===== src/rtl/rs485_pkg.sv =====
`default_nettype none
// ============================================================================
// Module      : rs485_pkg
// Description : Shared constants, state encoding and frame helper for the
//               RS485 9-bit multidrop poll master.
// Revision    : 1.0 - initial release
// ============================================================================
package rs485_pkg;

  // start + 8 data + flag + stop
  localparam int FRAME_BITS     = 11;
  localparam logic ADDR_FLAG    = 1'b1;
  localparam logic DATA_FLAG    = 1'b0;
  localparam int POLL_MAX_RETRY = 2;

  typedef enum logic [1:0] {
    IDLE      = 2'd0,
    TX_ADDR   = 2'd1,
    WAIT_RESP = 2'd2,
    RX_FRAME  = 2'd3
  } poll_state_t;

  localparam logic [1:0] ST_IDLE      = IDLE;
  localparam logic [1:0] ST_TX_ADDR   = TX_ADDR;
  localparam logic [1:0] ST_WAIT_RESP = WAIT_RESP;
  localparam logic [1:0] ST_RX_FRAME  = RX_FRAME;

  // TX bit index of the stop bit (start = 0)
  localparam logic [3:0] TX_LAST_BIT = 4'(FRAME_BITS - 1);
  // RX bit indices counted after the start bit (data bits are 0..7)
  localparam logic [3:0] RX_FLAG_BIT = 4'd8;
  localparam logic [3:0] RX_STOP_BIT = 4'd9;

  // Serial frame image, bit 0 transmitted first.
  function automatic logic [FRAME_BITS-1:0] build_frame(input logic [7:0] data,
                                                        input logic       flag);
    return {1'b1, flag, data, 1'b0};
  endfunction

endpackage
`default_nettype wire


===== src/rtl/rs485_frame_rx.sv =====
`default_nettype none
// ============================================================================
// Module      : rs485_frame_rx
// Description : 9-bit frame receiver. Synchronises Rx, qualifies a start bit
//               by resampling at half a bit-time, then samples mid-bit.
// Revision    : 1.0 - initial release
// Ports       : clk, reset     - clock, synchronous active-high reset
//               enable         - hunt for start bits only while high
//               rx             - asynchronous serial input, idle high
//               start_det      - 1-cycle pulse, start bit qualified
//               done           - 1-cycle pulse at the stop-bit sample
//               stop_ok        - stop-bit value, valid with done
//               flag, data     - 9th bit and received byte, valid with done
// ============================================================================
module rs485_frame_rx
  import rs485_pkg::*;
#(
  parameter int CLKS_PER_BIT = 50
) (
  input  logic       clk,
  input  logic       reset,
  input  logic       enable,
  input  logic       rx,
  output logic       start_det,
  output logic       done,
  output logic       stop_ok,
  output logic       flag,
  output logic [7:0] data
);

  localparam int CNT_W = $clog2(CLKS_PER_BIT + 1);
  localparam logic [CNT_W-1:0] HALF_BIT = CNT_W'(CLKS_PER_BIT / 2);
  localparam logic [CNT_W-1:0] FULL_BIT = CNT_W'(CLKS_PER_BIT);

  localparam logic [1:0] M_HUNT = 2'd0;
  localparam logic [1:0] M_QUAL = 2'd1;
  localparam logic [1:0] M_DATA = 2'd2;

  logic             sync1_q, sync1_d, sync2_q, sync2_d, prev_q, prev_d;
  logic [1:0]       mode_q, mode_d;
  logic [CNT_W-1:0] cnt_q, cnt_d;
  logic [3:0]       bit_q, bit_d;
  logic [7:0]       shift_q, shift_d;
  logic             flag_q, flag_d;

  always_comb begin
    sync1_d   = rx;
    sync2_d   = sync1_q;
    prev_d    = sync2_q;
    mode_d    = mode_q;
    cnt_d     = cnt_q;
    bit_d     = bit_q;
    shift_d   = shift_q;
    flag_d    = flag_q;
    start_det = 1'b0;
    done      = 1'b0;
    if (!enable) begin
      mode_d = M_HUNT;
    end else begin
      case (mode_q)
        M_HUNT: begin
          if (prev_q && !sync2_q) begin
            mode_d = M_QUAL;
            cnt_d  = CNT_W'(1);
          end
        end
        M_QUAL: begin
          // cnt counts cycles since the first low sample; HALF_BIT is mid start bit
          if (cnt_q == HALF_BIT) begin
            if (!sync2_q) begin
              start_det = 1'b1;
              mode_d    = M_DATA;
              cnt_d     = CNT_W'(1);
              bit_d     = '0;
            end else begin
              mode_d = M_HUNT;
            end
          end else begin
            cnt_d = cnt_q + 1'b1;
          end
        end
        M_DATA: begin
          if (cnt_q == FULL_BIT) begin
            cnt_d = CNT_W'(1);
            if (bit_q < RX_FLAG_BIT) begin
              shift_d = {sync2_q, shift_q[7:1]};
            end else if (bit_q == RX_FLAG_BIT) begin
              flag_d = sync2_q;
            end
            if (bit_q == RX_STOP_BIT) begin
              done   = 1'b1;
              mode_d = M_HUNT;
            end else begin
              bit_d = bit_q + 1'b1;
            end
          end else begin
            cnt_d = cnt_q + 1'b1;
          end
        end
        default: mode_d = M_HUNT;
      endcase
    end
  end

  always_ff @(posedge clk) begin
    if (reset) begin
      sync1_q <= 1'b1;
      sync2_q <= 1'b1;
      prev_q  <= 1'b1;
      mode_q  <= M_HUNT;
      cnt_q   <= '0;
      bit_q   <= '0;
      shift_q <= '0;
      flag_q  <= 1'b0;
    end else begin
      sync1_q <= sync1_d;
      sync2_q <= sync2_d;
      prev_q  <= prev_d;
      mode_q  <= mode_d;
      cnt_q   <= cnt_d;
      bit_q   <= bit_d;
      shift_q <= shift_d;
      flag_q  <= flag_d;
    end
  end

  assign stop_ok = sync2_q;
  assign flag    = flag_q;
  assign data    = shift_q;

endmodule
`default_nettype wire


===== src/rtl/rs485_poll_master.sv =====
`default_nettype none
// ============================================================================
// Module      : rs485_poll_master
// Description : RS485 9-bit multidrop bus master. Sends an address frame for
//               SLAVE_ADDR, releases the bus, receives two data frames (low
//               byte first) and presents the 16-bit result.
//               Optional macro POLL_RETRY_EN: re-issue the address frame up to
//               POLL_MAX_RETRY times after a timeout or framing error.
// Revision    : 1.0 - initial release
// Ports       : clk, reset           - clock, synchronous active-high reset
//               poll_req             - start a poll (sampled in IDLE only)
//               Rx                   - transceiver RO (asynchronous)
//               Tx, Tx_Enable        - transceiver DI / DE
//               poll_busy            - poll in progress
//               rx_data              - {second byte, first byte}
//               rx_valid/rx_error/timeout - 1-cycle result strobes
// ============================================================================
module rs485_poll_master
  import rs485_pkg::*;
#(
  parameter logic [7:0] SLAVE_ADDR   = 8'h01,
  parameter int         CLKS_PER_BIT = 50,
  parameter int         TIMEOUT_BITS = 64
) (
  input  logic        clk,
  input  logic        reset,
  input  logic        poll_req,
  input  logic        Rx,
  output logic        Tx,
  output logic        Tx_Enable,
  output logic        poll_busy,
  output logic [15:0] rx_data,
  output logic        rx_valid,
  output logic        rx_error,
  output logic        timeout
);

  localparam int TXC_W   = $clog2(CLKS_PER_BIT);
  localparam int TMR_MAX = TIMEOUT_BITS * CLKS_PER_BIT - 1;
  localparam int TMR_W   = $clog2(TMR_MAX + 1);
  localparam logic [FRAME_BITS-1:0] ADDR_FRAME = build_frame(SLAVE_ADDR, ADDR_FLAG);

  logic [1:0]            state_q, state_d;
  logic                  tx_q, tx_d, tx_en_q, tx_en_d, busy_q, busy_d;
  logic [FRAME_BITS-2:0] shift_q, shift_d;
  logic [TXC_W-1:0]      clk_cnt_q, clk_cnt_d;
  logic [3:0]            bit_cnt_q, bit_cnt_d;
  logic [TMR_W-1:0]      tmr_q, tmr_d;
  logic                  second_q, second_d;
  logic [7:0]            low_byte_q, low_byte_d;
  logic [15:0]           rx_data_q, rx_data_d;
  logic                  rx_valid_q, rx_valid_d, rx_error_q, rx_error_d;
  logic                  timeout_q, timeout_d;
`ifdef POLL_RETRY_EN
  logic [1:0]            retry_q, retry_d;
`endif

  logic       start_tx, fail_err, fail_tmo;
  logic       rx_enable, rx_start, rx_done, rx_stop_ok, rx_flag;
  logic [7:0] rx_byte;

  // Receiver listens only after the bus is released, so the own echo is ignored.
  assign rx_enable = (state_q == ST_WAIT_RESP) || (state_q == ST_RX_FRAME);

  rs485_frame_rx #(
    .CLKS_PER_BIT(CLKS_PER_BIT)
  ) u_frame_rx (
    .clk      (clk),
    .reset    (reset),
    .enable   (rx_enable),
    .rx       (Rx),
    .start_det(rx_start),
    .done     (rx_done),
    .stop_ok  (rx_stop_ok),
    .flag     (rx_flag),
    .data     (rx_byte)
  );

  always_comb begin
    state_d    = state_q;
    tx_d       = tx_q;
    tx_en_d    = tx_en_q;
    busy_d     = busy_q;
    shift_d    = shift_q;
    clk_cnt_d  = clk_cnt_q;
    bit_cnt_d  = bit_cnt_q;
    tmr_d      = tmr_q;
    second_d   = second_q;
    low_byte_d = low_byte_q;
    rx_data_d  = rx_data_q;
    rx_valid_d = 1'b0;
    rx_error_d = 1'b0;
    timeout_d  = 1'b0;
`ifdef POLL_RETRY_EN
    retry_d    = retry_q;
`endif
    start_tx   = 1'b0;
    fail_err   = 1'b0;
    fail_tmo   = 1'b0;

    case (state_q)
      ST_IDLE: begin
        if (poll_req) begin
          start_tx = 1'b1;
`ifdef POLL_RETRY_EN
          retry_d  = '0;
`endif
        end
      end
      ST_TX_ADDR: begin
        if (clk_cnt_q == TXC_W'(CLKS_PER_BIT - 1)) begin
          clk_cnt_d = '0;
          if (bit_cnt_q == TX_LAST_BIT) begin
            tx_d    = 1'b1;
            tx_en_d = 1'b0;
            tmr_d   = TMR_W'(TMR_MAX);
            state_d = ST_WAIT_RESP;
          end else begin
            bit_cnt_d = bit_cnt_q + 1'b1;
            tx_d      = shift_q[0];
            shift_d   = {1'b1, shift_q[FRAME_BITS-2:1]};
          end
        end else begin
          clk_cnt_d = clk_cnt_q + 1'b1;
        end
      end
      ST_WAIT_RESP: begin
        // start detection takes priority over a simultaneous expiry
        if (rx_start) begin
          state_d = ST_RX_FRAME;
        end else if (tmr_q == '0) begin
          fail_tmo = 1'b1;
        end else begin
          tmr_d = tmr_q - 1'b1;
        end
      end
      ST_RX_FRAME: begin
        if (rx_done) begin
          if (rx_flag != DATA_FLAG || !rx_stop_ok) begin
            fail_err = 1'b1;
          end else if (!second_q) begin
            low_byte_d = rx_byte;
            second_d   = 1'b1;
            tmr_d      = TMR_W'(TMR_MAX);
            state_d    = ST_WAIT_RESP;
          end else begin
            rx_data_d  = {rx_byte, low_byte_q};
            rx_valid_d = 1'b1;
            busy_d     = 1'b0;
            state_d    = ST_IDLE;
          end
        end
      end
      default: state_d = ST_IDLE;
    endcase

    if (fail_err || fail_tmo) begin
`ifdef POLL_RETRY_EN
      if (retry_q < 2'(POLL_MAX_RETRY)) begin
        retry_d  = retry_q + 1'b1;
        start_tx = 1'b1;
      end else
`endif
      begin
        rx_error_d = fail_err;
        timeout_d  = fail_tmo;
        busy_d     = 1'b0;
        state_d    = ST_IDLE;
      end
    end

    // Load the address frame: start bit goes out immediately, rest queued.
    if (start_tx) begin
      state_d   = ST_TX_ADDR;
      tx_d      = ADDR_FRAME[0];
      tx_en_d   = 1'b1;
      busy_d    = 1'b1;
      shift_d   = ADDR_FRAME[FRAME_BITS-1:1];
      clk_cnt_d = '0;
      bit_cnt_d = '0;
      second_d  = 1'b0;
    end
  end

  always_ff @(posedge clk) begin
    if (reset) begin
      state_q    <= ST_IDLE;
      tx_q       <= 1'b1;
      tx_en_q    <= 1'b0;
      busy_q     <= 1'b0;
      shift_q    <= '1;
      clk_cnt_q  <= '0;
      bit_cnt_q  <= '0;
      tmr_q      <= '0;
      second_q   <= 1'b0;
      low_byte_q <= '0;
      rx_data_q  <= '0;
      rx_valid_q <= 1'b0;
      rx_error_q <= 1'b0;
      timeout_q  <= 1'b0;
`ifdef POLL_RETRY_EN
      retry_q    <= '0;
`endif
    end else begin
      state_q    <= state_d;
      tx_q       <= tx_d;
      tx_en_q    <= tx_en_d;
      busy_q     <= busy_d;
      shift_q    <= shift_d;
      clk_cnt_q  <= clk_cnt_d;
      bit_cnt_q  <= bit_cnt_d;
      tmr_q      <= tmr_d;
      second_q   <= second_d;
      low_byte_q <= low_byte_d;
      rx_data_q  <= rx_data_d;
      rx_valid_q <= rx_valid_d;
      rx_error_q <= rx_error_d;
      timeout_q  <= timeout_d;
`ifdef POLL_RETRY_EN
      retry_q    <= retry_d;
`endif
    end
  end

  assign Tx        = tx_q;
  assign Tx_Enable = tx_en_q;
  assign poll_busy = busy_q;
  assign rx_data   = rx_data_q;
  assign rx_valid  = rx_valid_q;
  assign rx_error  = rx_error_q;
  assign timeout   = timeout_q;

endmodule
`default_nettype wire


===== config.mk =====
export PLATFORM = sky130hd
export DESIGN_NAME = rs485_poll_master
export DESIGN_NICKNAME = d
export VERILOG_FILES = /design/src/rtl/rs485_pkg.sv /design/src/rtl/rs485_frame_rx.sv /design/src/rtl/rs485_poll_master.sv
export SDC_FILE = /design/constraint.sdc
export NUM_CORES = 1
export LEC_CHECK = 0
export CAP_MARGIN = 20
export CORE_MARGIN = 5
export CORE_UTILIZATION = 25
export CTS_BUF_LIST = sky130_fd_sc_hd__clkbuf_4 sky130_fd_sc_hd__clkbuf_8 sky130_fd_sc_hd__clkbuf_16
export CTS_CLUSTER_SIZE = 40
export DETAILED_ROUTE_END_ITERATION = 10
export PLACE_DENSITY = 0.53
export SYNTH_ARGS = -nofsm -noshare
export SYNTH_HDL_FRONTEND = slang
export SYNTH_SLANG_ARGS = --single-unit

===== constraint.sdc =====
create_clock -name clk -period 2.3 [get_ports clk]
set_input_delay 0.69 -clock clk [delete_from_list [all_inputs] [get_ports clk]]
set_output_delay 0.69 -clock clk [all_outputs]
set_load 0.01 [all_outputs]

==> results of run 1 <==
==> power groups by stage <==
stage | combinational [W] | clock, W | sequential, W
final | 0.00126 | 0.00142 | 0.00184
after global routing | 0.00142 | 0.00154 | 0.00187
after CTS | 0.00122 | 0.00149 | 0.00184
after detailed placement | 0.00122 | 0 | 0.00187
after global placement | 0.00120 | 0 | 0.00187
after floorplan | 0.000865 | 0 | 0.00182
==> stage by stage <==
stage	total power, W	hold slack [ns]
after floorplan	0.00269	0.389
after global placement	0.00306	0.402
after detailed placement	0.00309	0.403
after CTS	0.00455	0.419
after global routing	0.00483	0.443
final	0.00452	0.413
==> placed cells by master, fill, tap and decap left out, drive strengths merged, types with 8 or more instances in the layout <==
cell | Yosys | routed
dfxtp | 87 | 87
nor2 | 74 | 74
mux2i | 37 | 37
inv | 21 | 25
clkdlybuf4s50 | 0 | 24
buf | 6 | 22
nand2 | 20 | 20
a21oi | 17 | 17
nor3 | 15 | 15
ha | 15 | 15
nand3 | 9 | 9
nand2b | 9 | 9
clkbuf | 10 | 9
or3 | 8 | 8
xor2 | 8 | 8
==> cell type report <==
class | instances | area [um^2]
Clock inverter | 7 | 65.1
Clock buffer | 9 | 225
Tap cell | 216 | 270
Timing Repair Buffer | 46 | 403
Multi-Input combinational cell | 310 | 2110
Sequential cell | 87 | 1740
Fill cell | 1685 | 10900
Inverter | 21 | 78.8
==> critical path, delay by kind of cell, from the launching register on <==
| kind | cells | cell delay [ns] |
|---|---|---|
| simple gates | 2 | 0.52 |
| compound gates | 3 | 0.71 |
| buf+inv | 1 | 0.19 |
| flops | 1 | 0.44 |
| fa+ha+maj | 1 | 0.19 |
==> state kept, by name, indices dropped and copies added (netlist names), 2 cells and up <==
name               count
bit_cnt_q              4
u_frame_rx.cnt_q       6
low_byte_q             8
tmr_q                 12
u_frame_rx.bit_q       4
rx_data               16
u_frame_rx.mode_q      2
u_frame_rx.data        8
clk_cnt_q              6
shift_q                8
state_q                2
==> cell families after synthesis <==
group / count (synthesis) / share of synthesized area [%]
simple gates: 183 / 24.0
flops: 87 / 43.5
compound gates: 65 / 12.3
buf+inv: 37 / 4.13
mux: 37 / 9.26
fa+ha+maj: 15 / 4.69
xor+xnor: 10 / 2.19
==> repair_timing <==
action / 4_1_cts / 5_1_grt
setup endpoints to repair: 0 / 3
endpoints found under the hold margin: 0 / 0
resized for setup: 0 / 6
==> routing by layer <==
metal,share of wire (%),global-route usage (%),vias up
met4,2.0,3.98,0
met2,47,15.2,42
met3,3.4,3.35,12
met1,48,11.8,1492
met5,0,0,-
li1,-,-,1614
==> worst max path at each step <==
stage / slack [ns] / endpoint / cells past startpoint
finish: 0.13 / tmr_q[10] / 7
global route: 0.004 / tmr_q[0] / 9
CTS: 0.08 / tmr_q[10] / 7
detailed placement: 0.07 / tmr_q[10] / 8
global placement: 0.15 / u_frame_rx.bit_q[3] / 7
floorplan: 0.06 / rx_data[10] / 10
==> reports/metrics.cfg, run 1 <==
[floorplanning]
die_h_um=137
core_area_mm2=0.0158
initial_core_util_pct=25.4
die_area_mm2=0.0186
die_w_um=137
fp-row-count=46
ios=26

[grt]
grt_usage_pct=9.58
grt_pass1_vias=3045
grt_first_pass_wirelength_um=14400
grt_max_degree=38
antenna_found_initial=0
gr-total-overflow=0

[synthesis]
synth_area_leader_cell=dfxtp_1
synthArstFlopShare_pct=0
avgSynthCellArea_um2=9.22
yosysMostFrequentCell=dfxtp_1
synth_top_area_share_pct=43.5
synth_seq_area_share_pct=43.5
synthTopCellsByArea=dfxtp_1, mux2i_1, nor2_1
netlist_area_mm2=0.00400
synth_edf_count=0
netlist_instances=434
synth_common_cells=dfxtp_1, nor2_1, mux2i_1, inv_1, nand2_1
yosysWarnings=0
synth_nets=453
synthFlopType=dfxtp_1
synthDistinctLibCells=60
ys_ff_latch=87

[worst_hold_path]
hp-class=reg2reg
hold_depth=1
hold_path_end=u_frame_rx.stop_ok
worstHoldStart=u_frame_rx.sync1_q

[critical_path]
crit_chain=ha_1 -> nand3b_1 -> or3_1 -> buf_4 -> o31ai_4 -> o21ai_2 -> a2111oi_2
cpMaxStageDelayCell=dfxtp_1
r2r-start=u_frame_rx.bit_q[0]
slowest_delay_ns=0.44
critPathMaxFanout=6
r2r_slack_ns=0.13
r2r_cells=7
cp-startpoint=u_frame_rx.bit_q[0]
criticalPathCategory=reg2reg
endpoint_kind=flop
r2r_end=tmr_q[10]
worst-endpoint-required_ns=2.54
worstPathArrival_ns=2.41
startpoint_type=flop

[layout]
final_util_pct=31.1
area_growth_pct=22.4
finalInstanceArea_mm2=0.00490
nets=494
num_antenna_cells=0
drive_above_1_share_pct=12.9
layout.cells.non_filler=696

[power]
switching_share_pct=34.1
switchingPower_w=0.00154
clkPwrFrac_pct=31.5
p_int_w=0.00298
power_frac_seq_pct=40.7
power_density_mw_per_mm2=924
ir_worst_vdd_mv=0.515
p_leak_nw=1.93
combPwrFrac_pct=27.9

[sta]
slew_violations=0
rsz0062_at_grt=false
final_hold_viol_count=0
setup_tns_ns=0
setup_ws_ns=0.135
min_period_ns=2.17
setup_viol=0
slew_headroom_pct=60.9
min_period_over_period_pct=94.1
tightestPinTransition_ns=0.587
finalClockSkew_ns=0.00808
fmax_mhz=462

[cts]
cts_tree=yes
cts_root_buffer=clkbuf_16
cts.sinks=87
cts_htree_levels=3
cts_setup_buffers=0
cts_buffers=9
clock_path_buffers=2
clk_latency_ns=0.35
clk_pin_slew_worst_paths_ns=0.07
hold_buffers=0

[run_status]
status=completed

[place]
pre_cts_slack_ns=0.0743
dp.cells=680
dp_hpwl_um=6000
placed_area_mm2=0.00459
place.port_buffers=25
place_congestion=0.832

[routing]
drt-wirelength-per-cell_um=12.2
wirelength_um=8520
viasPerCell=4.54
num_vias=3160
drc=0
drt_pass1_iterations=4
first_iter_violations=196
antenna_left=0

[job]
max_cap_viol_count=0

No activity file was read; power rests on OpenSTA's default activity.
==> run 2: changes to the inputs <==
--- a/config.mk
+++ b/config.mk
@@ -8,10 +8,10 @@
 export CAP_MARGIN = 20
 export CORE_MARGIN = 5
 export CORE_UTILIZATION = 25
-export CTS_BUF_LIST = sky130_fd_sc_hd__clkbuf_4 sky130_fd_sc_hd__clkbuf_8 sky130_fd_sc_hd__clkbuf_16
+export CTS_BUF_LIST = sky130_fd_sc_hd__clkbuf_8
 export CTS_CLUSTER_SIZE = 40
 export DETAILED_ROUTE_END_ITERATION = 10
-export PLACE_DENSITY = 0.53
+export PLACE_DENSITY = 0.51
 export SYNTH_ARGS = -nofsm -noshare
 export SYNTH_HDL_FRONTEND = slang
 export SYNTH_SLANG_ARGS = --single-unit
==> constraint.sdc (replaced) <==
create_clock -name clk -period 2.4 [get_ports clk]
set_input_delay 0.72 -clock clk [delete_from_list [all_inputs] [get_ports clk]]
set_output_delay 0.72 -clock clk [all_outputs]
set_load 0.01 [all_outputs]
==> run 2 against run 1 <==
Effect of this change: first-iteration DRC count shrank 44%; clock skew up 0.0039 ns; global-route usage up 0.16 points; power shrank 13%; sequential share of layout area rose by 0.86 points; hold slack improved by 0.0033 ns; final area fell by 2.4%; maximum frequency down 4.2%; combinational power down 5%; die area stayed put; critical path depth up 1; worst setup slack gained 0.0050 ns; critical path type unchanged; critical endpoint is now tmr_q[5]; largest power group unchanged.
==> reports/metrics.cfg, run 2 (same netlist as run 1, synthesis figures left out) <==
[sta]
setup_tns_ns=0  ; unchanged
rsz0062_at_grt=false
fmax_mhz=442  ; -4.2%
min_period_ns=2.26  ; +0.0950 ns
min_period_over_period_pct=94.2  ; about the same
finalClockSkew_ns=0.0120  ; +0.00388 ns
setup_viol=0  ; unchanged
tightestPinTransition_ns=0.599  ; +0.0116 ns
slew_headroom_pct=59.7  ; -1.1 points
final_hold_viol_count=0  ; unchanged
slew_violations=0  ; unchanged

[power]
ir_worst_vdd_mv=0.266  ; -48%
power_density_mw_per_mm2=821  ; -11%
p_leak_nw=1.87  ; -3.2%

[critical_path]
worstPathArrival_ns=2.52  ; +0.11 ns
endpoint_kind=flop
critPathMaxFanout=4  ; -2
r2r_slack_ns=0.14  ; about the same
cp-startpoint=u_frame_rx.mode_q[0]
cp-endpoint=tmr_q[5]
criticalPathCategory=reg2reg
r2r_cells=8  ; +1
r2r_end=tmr_q[5]
r2r-start=u_frame_rx.mode_q[0]
startpoint_type=flop
worst-endpoint-required_ns=2.66  ; +0.12 ns

[grt]
grt_usage_pct=9.75  ; +0.16 points
grt_max_degree=36  ; -5.3%
antenna_found_initial=0  ; unchanged
gr-total-overflow=0  ; unchanged
grt_pass1_vias=2992  ; -1.7%
grt_first_pass_wirelength_um=14600  ; +1.5%

[floorplanning]
die_area_mm2=0.0186  ; unchanged
die_w_um=137  ; unchanged
fp-row-count=46  ; unchanged
initial_core_util_pct=25.4  ; unchanged
core_area_mm2=0.0158  ; unchanged
ios=26  ; unchanged
die_h_um=137  ; unchanged

[place]
place_congestion=0.821  ; -1.3%
dp.cells=679  ; -0.15%
place.port_buffers=25  ; unchanged
dp_hpwl_um=6080  ; +1.3%

[cts]
clk_latency_ns=0.37  ; +0.02 ns
cts_htree_levels=3  ; unchanged
cts_buffers=9  ; unchanged
cts_root_buffer=clkbuf_8
hold_buffers=0  ; unchanged
cts.sinks=87  ; unchanged
cts_tree=yes
clock_path_buffers=2  ; unchanged
clk_pin_slew_worst_paths_ns=0.09  ; +0.02 ns

[routing]
first_iter_violations=110  ; -44%
drt-wirelength-per-cell_um=12.4  ; +1.2%
drc=0  ; unchanged
wirelength_um=8610  ; +1.1%
antenna_left=0  ; unchanged
num_vias=3137  ; -0.73%
viasPerCell=4.51  ; -0.59%
drt_pass1_iterations=4  ; unchanged

[run_status]
status=completed

[layout]
final_cell_mix=dfxtp_1, nor2_1, mux2i_1, clkdlybuf4s50_1, inv_1
area_growth_pct=19.4
largest_register_ff_count=16  ; unchanged
layout.cells.non_filler=695  ; -0.14%
drive_above_1_share_pct=12.5  ; -0.39 points
layout_commonest_cell=dfxtp_1
final_util_pct=30.3  ; -0.75 points
num_antenna_cells=0  ; unchanged
nets=493  ; -0.20%

[worst_hold_path]
hp-class=reg2reg
worstHoldStart=u_frame_rx.sync1_q

[job]
max_cap_viol_count=0  ; unchanged

==> run 2: changes by cell type in the layout (fill, tap and decap cells not counted), sizes merged <==
cell / before / now
buf: 22 / 21
clkinvlp: 0 / 1
clkinv: 3 / 2
==> run 2: what timing repair did <==
| item | 4_1_cts | 5_1_grt |
|---|---|---|
| resized for setup | 0 | 6 |
| endpoints found under the setup margin | 0 | 4 |
| buffers inserted | 0 | 0 |
==> run 2: metrics by stage <==
step	hold slack (ns)	power (W)	cell area [um^2]	setup WS, ns
final	0.416	0.00392	4780	0.140
after global routing	0.453	0.00422	4780	0.00970
after CTS	0.432	0.00395	4760	0.0711
after detailed placement	0.407	0.00296	4580	0.113
after global placement	0.412	0.00294	4580	0.177
after floorplan	0.389	0.00258	4000	0.158
==> run 2: layer usage <==
metal	track usage [%]	part of all wire, %	vias to the layer above	wire, um
li1	-	-	1611	-
met1	12.4	47	1489	4090
met2	15.3	47	26	4070
met3	3.13	3.7	11	318
met4	3.70	1.6	0	135
met5	0	0	-	0
==> run 2: worst min path at each step <==
| stage | depth (start not counted) | slack [ns] | to |
|---|---|---|---|
| 2_1_floorplan | 1 | 0.39 | u_frame_rx.stop_ok |
| 3_3_place_gp | 1 | 0.41 | u_frame_rx.stop_ok |
| 3_5_place_dp | 1 | 0.41 | u_frame_rx.stop_ok |
| 4_1_cts | 1 | 0.43 | u_frame_rx.stop_ok |
| 5_1_grt | 1 | 0.45 | u_frame_rx.stop_ok |
| 6_report | 1 | 0.42 | u_frame_rx.stop_ok |
==> run 2: cell type report <==
class                   count  area [um^2]
clock buffers               9          124
flip-flops and latches     87         1740
fillers                  1684        11000
inverters                  21         78.8
well taps                 216          270
clock inverters             7         55.1
multi-input cells         310         2110
repair buffers             45          395
==> run 2: worst max-delay path, stage by stage, from the launching register on <==
cell,delay (ns)
dfxtp_1,0.34
inv_1,0.10
ha_1,0.21
nand3b_1,0.14
or3_1,0.42
buf_4,0.18
o31ai_4,0.23
o21ai_2,0.14
a2111oi_2,0.38
==> run 2: where the power goes <==
group / switching, W / internal (W)
clock network: 0.000579 / 0.000387
logic: 0.000682 / 0.000513
registers: 0.000162 / 0.00160
total: 0.00142 / 0.00250
==> run 3: changes to the inputs <==
--- a/config.mk
+++ b/config.mk
@@ -5,13 +5,13 @@
 export SDC_FILE = /design/constraint.sdc
 export NUM_CORES = 1
 export LEC_CHECK = 0
-export CAP_MARGIN = 20
 export CORE_MARGIN = 5
 export CORE_UTILIZATION = 25
 export CTS_BUF_LIST = sky130_fd_sc_hd__clkbuf_8
 export CTS_CLUSTER_SIZE = 40
 export DETAILED_ROUTE_END_ITERATION = 10
 export PLACE_DENSITY = 0.51
+export SLEW_MARGIN = 20
 export SYNTH_ARGS = -nofsm -noshare
 export SYNTH_HDL_FRONTEND = slang
 export SYNTH_SLANG_ARGS = --single-unit
==> results of run 3 <==
The final DEF is identical to that of run 2; final timing and power are the same.
